**src/rtl/rv32i_pipe_ctrl.sv**
```systemverilog
// Pipeline control for the 5-stage RV32I core: carries ID control words through EX/MEM/WB,
// resolves RAW/load-use hazards, branch flushes and dmem freezes. Build option: PIPE_FWD_EN.
module rv32i_pipe_ctrl #(
  parameter int CTRL_W = 20,
  parameter int REG_AW = 5,
  parameter int CNT_W  = 16
) (
  input  logic              clk,
  input  logic              rst,
  input  logic              id_valid,
  input  logic [CTRL_W-1:0] id_ctrl,
  input  logic [REG_AW-1:0] id_rs1,
  input  logic [REG_AW-1:0] id_rs2,
  input  logic              id_use_rs1,
  input  logic              id_use_rs2,
  input  logic [REG_AW-1:0] id_rd,
  input  logic              id_reg_wr,
  input  logic              id_is_load,
  input  logic              ex_br_taken,
  input  logic              dmem_busy,
  output logic              stall_if,
  output logic              stall_id,
  output logic              flush_id,
  output logic [CTRL_W-1:0] ex_ctrl,
  output logic [CTRL_W-1:0] mem_ctrl,
  output logic [CTRL_W-1:0] wb_ctrl,
  output logic              ex_valid,
  output logic              mem_valid,
  output logic              wb_valid,
  output logic [1:0]        fwd_a,
  output logic [1:0]        fwd_b,
  output logic [REG_AW-1:0] wb_rd,
  output logic              wb_reg_wr,
  output logic [CNT_W-1:0]  stall_cnt,
  output logic [CNT_W-1:0]  flush_cnt
);

  typedef struct packed {
    logic              valid;
    logic [CTRL_W-1:0] ctrl;
    logic [REG_AW-1:0] rs1;
    logic [REG_AW-1:0] rs2;
    logic [REG_AW-1:0] rd;
    logic              reg_wr;
    logic              is_load;
  } stage_t;

  stage_t ex_q, ex_d, mem_q, mem_d, wb_q, wb_d, id_stage;
  logic [CNT_W-1:0]  stall_cnt_q, stall_cnt_d, flush_cnt_q, flush_cnt_d;
  logic [REG_AW-1:0] id_src1, id_src2;
  logic              hit_ex, hit_mem, hazard, freeze, flush, stall;
  logic              unused_bits;

  // A stage "produces" r when it will write a non-zero register r.
  function automatic logic produces(input stage_t s, input logic [REG_AW-1:0] r);
    return s.valid & s.reg_wr & (s.rd == r) & (r != '0);
  endfunction

  // Unused source fields are carried as x0 so they can never match or forward.
  assign id_src1 = id_use_rs1 ? id_rs1 : '0;
  assign id_src2 = id_use_rs2 ? id_rs2 : '0;

  always_comb begin
    id_stage         = '0;
    id_stage.valid   = 1'b1;
    id_stage.ctrl    = id_ctrl;
    id_stage.rs1     = id_src1;
    id_stage.rs2     = id_src2;
    id_stage.rd      = id_rd;
    id_stage.reg_wr  = id_reg_wr;
    id_stage.is_load = id_is_load;
  end

  assign hit_ex  = id_valid & (produces(ex_q, id_src1) | produces(ex_q, id_src2));
  assign hit_mem = id_valid & (produces(mem_q, id_src1) | produces(mem_q, id_src2));

`ifdef PIPE_FWD_EN
  assign hazard = hit_ex & ex_q.is_load;
`else
  assign hazard = hit_ex | hit_mem;
`endif

  // Priority: freeze > flush > hazard stall > advance.
  assign freeze = dmem_busy;
  assign flush  = ex_q.valid & ex_br_taken & ~freeze;
  assign stall  = freeze | (hazard & ~flush);

  always_comb begin
    ex_d  = ex_q;
    mem_d = mem_q;
    wb_d  = wb_q;
    if (!freeze) begin
      wb_d  = mem_q;
      mem_d = ex_q;
      ex_d  = (id_valid & ~flush & ~hazard) ? id_stage : '0;
    end
  end

  always_comb begin
    stall_cnt_d = stall_cnt_q;
    flush_cnt_d = flush_cnt_q;
    if (stall && (stall_cnt_q != {CNT_W{1'b1}})) stall_cnt_d = stall_cnt_q + CNT_W'(1);
    if (flush && (flush_cnt_q != {CNT_W{1'b1}})) flush_cnt_d = flush_cnt_q + CNT_W'(1);
  end

  always_ff @(posedge clk or negedge rst) begin
    if (!rst) begin
      ex_q        <= '0;
      mem_q       <= '0;
      wb_q        <= '0;
      stall_cnt_q <= '0;
      flush_cnt_q <= '0;
    end else begin
      ex_q        <= ex_d;
      mem_q       <= mem_d;
      wb_q        <= wb_d;
      stall_cnt_q <= stall_cnt_d;
      flush_cnt_q <= flush_cnt_d;
    end
  end

  // MEM match wins over WB: it is the younger producer.
  always_comb begin
    fwd_a = 2'b00;
    fwd_b = 2'b00;
`ifdef PIPE_FWD_EN
    if (produces(mem_q, ex_q.rs1))     fwd_a = 2'b01;
    else if (produces(wb_q, ex_q.rs1)) fwd_a = 2'b10;
    if (produces(mem_q, ex_q.rs2))     fwd_b = 2'b01;
    else if (produces(wb_q, ex_q.rs2)) fwd_b = 2'b10;
`endif
  end

  // Hazard outputs depend on live inputs, so gate them with reset as well.
  assign stall_if  = rst & stall;
  assign stall_id  = rst & stall;
  assign flush_id  = rst & flush;
  assign ex_valid  = ex_q.valid;
  assign mem_valid = mem_q.valid;
  assign wb_valid  = wb_q.valid;
  assign ex_ctrl   = ex_q.ctrl;
  assign mem_ctrl  = mem_q.ctrl;
  assign wb_ctrl   = wb_q.ctrl;
  assign wb_rd     = wb_q.rd;
  assign wb_reg_wr = wb_q.valid & wb_q.reg_wr & (wb_q.rd != '0);
  assign stall_cnt = stall_cnt_q;
  assign flush_cnt = flush_cnt_q;

  assign unused_bits = ^{ex_q.rs1, ex_q.rs2, mem_q.rs1, mem_q.rs2, mem_q.is_load,
                         wb_q.rs1, wb_q.rs2, wb_q.is_load, hit_mem};

endmodule

```
**config.mk**
```make
export PLATFORM = sky130hd
export DESIGN_NAME = rv32i_pipe_ctrl
export DESIGN_NICKNAME = d
export VERILOG_FILES = /design/src/rtl/rv32i_pipe_ctrl.sv
export SDC_FILE = /design/constraint.sdc
export NUM_CORES = 1
export LEC_CHECK = 0
export CAP_MARGIN = 20
export CORE_MARGIN = 5
export CORE_UTILIZATION = 50
export DETAILED_ROUTE_END_ITERATION = 8
export PLACE_DENSITY = 0.83
export SYNTH_ARGS = -nofsm -noshare
export SYNTH_HDL_FRONTEND = slang
export SYNTH_SLANG_ARGS = --single-unit
```
**constraint.sdc**
```tcl
create_clock -name clk -period 4.1 [get_ports clk]
set_input_delay 0.615 -clock clk [delete_from_list [all_inputs] [get_ports clk]]
set_output_delay 0.615 -clock clk [all_outputs]
set_load 0.02 [all_outputs]
```
==> flow_summary.ini <==
[status]
status = finished, final reports clean

[logic_synthesis]
netlist_instances = 451
synth_flop_cell = dfrtp_1
ys_seq_elements = 113
synth_compound_area_frac = 0.110
yosys_warnings = 0
synth_fa_ha_area_frac = 0.00452
syn_area_um2 = 5530
synthSimpleGateAreaFrac = 0.0776
ys_types = 56
syn_area_per_cell_um2 = 12.3
yosysSeqAreaShare = 0.511
synth-async-reset-ratio = 1.00
synth_top_family_by_area = buffers and inverters
synth-xor-area-share = 0.0649
synth-edff-count = 0
muxShareOfSynthArea = 0.114

[floorplanning]
dieArea_um2 = 13300
die_h_um = 115
num_io_pins = 152
die_w_um = 115
initial_core_util = 0.510
core_area_um2 = 10800
fp-row-count = 38

[setup_path]
crit_chain = clkdlybuf4s50_1, nand3_1, a2111oi_0, o2111a_2, o41ai_4, a21boi_1, clkdlybuf4s50_1
required_ps = 3480
cpMostUsedCell = clkdlybuf4s50_1
crit_type = input port to output port
critPathCaptureType = output port
cp_max_fo = 10
critPathTopFamily = buffers and inverters
worst_path_max_delay_cell = clkdlybuf4s50_1
critPathLaunch = id_use_rs1
cp-start-kind = input port
critical_path_buf_inv_count = 2
crit-reg2reg-launch = mem_q[6]$_DFFE_PN0N_
max_stage_delay_ps = 680
worstPathArrival_ps = 3320

[cts]
cts_resized = 0
cts_buffer_depth = 2
clk_latency_ps = 500
cts_buffers = 17
cts.clk_slew.worst_paths_ps = 50
clock-sinks = 113
ctsRootBufferMaster = clkbuf_8
cts_htree_levels = 4
cts_tree = done

[flow_run]
drv_cap = 0

[timing]
setup_viol = 0
finalSetupTns_ps = 0
finalHoldViolations = 0
finalCriticalPeriod_ps = 3940
period_share = 0.961
rsz0062_at_grt = false
slew_viol_final = 0
worstMarginPinSlew_ps = 1050
max_freq_mhz = 254
slew-limit-headroom = 0.300
skew_ps = 7.10

[worst_hold_path]
hold_path.startpoint = wb_ctrl[3]$_DFFE_PN0N_
worstHoldPathType = register to register

[pwr]
p_per_area_nw_per_um2 = 531
p_comb_frac = 0.228
netSwitchingFraction = 0.285
seqPwrFrac = 0.377
power_frac_clock = 0.395
p_int_mw = 2.75
power.switching_mw = 1.10
worst_ir_drop_vdd_mv = 0.335
total_power_mw = 3.85
p_leak_nw = 3.18

[final_layout]
layout_common_cells = clkdlybuf4s50_1 (144), dfrtp_1 (113), mux2_1 (46), a22o_1 (26)
nets = 586
mostFrequentLayoutCell = clkdlybuf4s50_1
drive_gt1_frac = 0.113
instances_no_fill = 691
diodes = 0
syn_to_final_growth_pct = 31.0

[route]
ant_nets = 0
via_per_inst = 5.32
drt_iter0_drc = 178
drc = 0
wl_per_cell_um = 17.3
dr.pass1.iters = 4
routed_wl_um = 12000
routed-via-count = 3676

[global_route]
grt_pass1_vias = 3787
overflow = 0
grt_pass1_wl_um = 19600
grt_usage = 0.189
grt_max_degree = 87
antenna_found_initial = 0

[place]
hpwl_um = 8360
placed_cells = 660
gp_congestion = 0.830
io_buffer_count = 146
## Yosys cell counts (2+ instances only)
| library cell | count | area (µm²) |
|---|---|---|
| ha_1 | 2 | 25.0 |
| a21oi_1 | 4 | 20.0 |
| dfrtp_1 | 113 | 2830 |
| nand2_1 | 21 | 78.8 |
| a211oi_1 | 10 | 75.1 |
| or3_1 | 3 | 18.8 |
| clkbuf_1 | 8 | 30.0 |
| o211ai_1 | 2 | 15.0 |
| mux2_1 | 46 | 518 |
| nand3_1 | 16 | 80.1 |
| nor2_1 | 10 | 37.5 |
| or2_2 | 2 | 12.5 |
| and3_1 | 4 | 25.0 |
| xnor2_1 | 20 | 175 |
| nand4_1 | 4 | 25.0 |
| xor2_1 | 21 | 184 |
| a31oi_1 | 2 | 12.5 |
| buf_2 | 3 | 15.0 |
| buf_4 | 72 | 541 |
| mux2_2 | 10 | 113 |
| a22o_1 | 26 | 228 |
| buf_6 | 2 | 22.5 |
| nor4bb_1 | 3 | 30.0 |
| a2111oi_1 | 5 | 50.1 |
| o21ai_0 | 2 | 10.0 |
| and2_1 | 2 | 12.5 |
| or4_4 | 2 | 22.5 |
| inv_1 | 6 | 22.5 |
| a21o_1 | 3 | 22.5 |
## power groups by stage
stage	Combinational, mW	Clock (mW)	Sequential, mW
after floorplan	0.464	0	1.52
after global placement	0.869	0	1.45
after detailed placement	0.883	0	1.47
after CTS	0.890	1.55	1.45
after global routing	0.937	1.60	1.48
final	0.877	1.52	1.45
## flip-flops by register name (all words and copies together), names as in the netlist
| name | cells |
|---|---|
| ex_ctrl | 20 |
| mem_ctrl | 20 |
| wb_ctrl | 20 |
| flush_cnt | 16 |
| stall_cnt | 16 |
| ex_q | 6 |
| mem_q | 6 |
| wb_rd | 5 |
| ex_valid | 1 |
| mem_valid | 1 |
| wb_q | 1 |
| wb_valid | 1 |
## cell families after synthesis
| family | Yosys count |
|---|---|
| buf+inv | 93 |
| flops | 113 |
| other cells | 1 |
| xor+xnor | 41 |
| compound gates | 68 |
| mux | 56 |
| fa+ha+maj | 2 |
| simple gates | 77 |
## path summary, 6_finish.rpt
path | endpoint | slack (ps) | depth (start not counted)
min in group asynchronous | flush_cnt[8]$_DFFE_PN0P_ | 520 | 2
hold reg to reg | wb_ctrl[3]$_DFFE_PN0N_ | 490 | 1
hold / removal | wb_ctrl[3]$_DFFE_PN0N_ | 490 | 1
setup / recovery | stall_id | 160 | 7
setup reg to reg | ex_ctrl[8]$_DFFE_PN0N_ | 1500 | 7
max in group asynchronous | ex_ctrl[3]$_DFFE_PN0N_ | 2480 | 3
## routing by layer
layer  track usage  part of all wire
met1         0.249              0.44
met2         0.307              0.50
met3        0.0526             0.050
met4        0.0587             0.013
met5             0                 0
## final cells by class
| type | instances | area, µm² |
|---|---|---|
| tap | 140 | 175 |
| inverter | 6 | 22.5 |
| timing repair buffer | 154 | 1530 |
| clock buffer | 20 | 455 |
| multi-input combinational | 248 | 2070 |
| clock inverter | 10 | 159 |
| fill | 804 | 3590 |
| sequential | 113 | 2830 |
## per-stage QoR
stage          area [µm²]  hold slack (ps)  worst slack [ps]   util
2_1_floorplan        5540              319              1010      -
5_1_grt              7250              517              12.2  0.668
3_3_place_gp         6620              473               345  0.611
6_report             7250              491               161  0.668
3_5_place_dp         6620              485               266  0.611
4_1_cts              7250              497               164  0.668
## what timing repair did
action                                 CTS  global route
endpoints found under the hold margin   15             0
buffers inserted                         0             0
hold buffers                             1             0
Note: power is estimated with default switching activity, not from simulation.
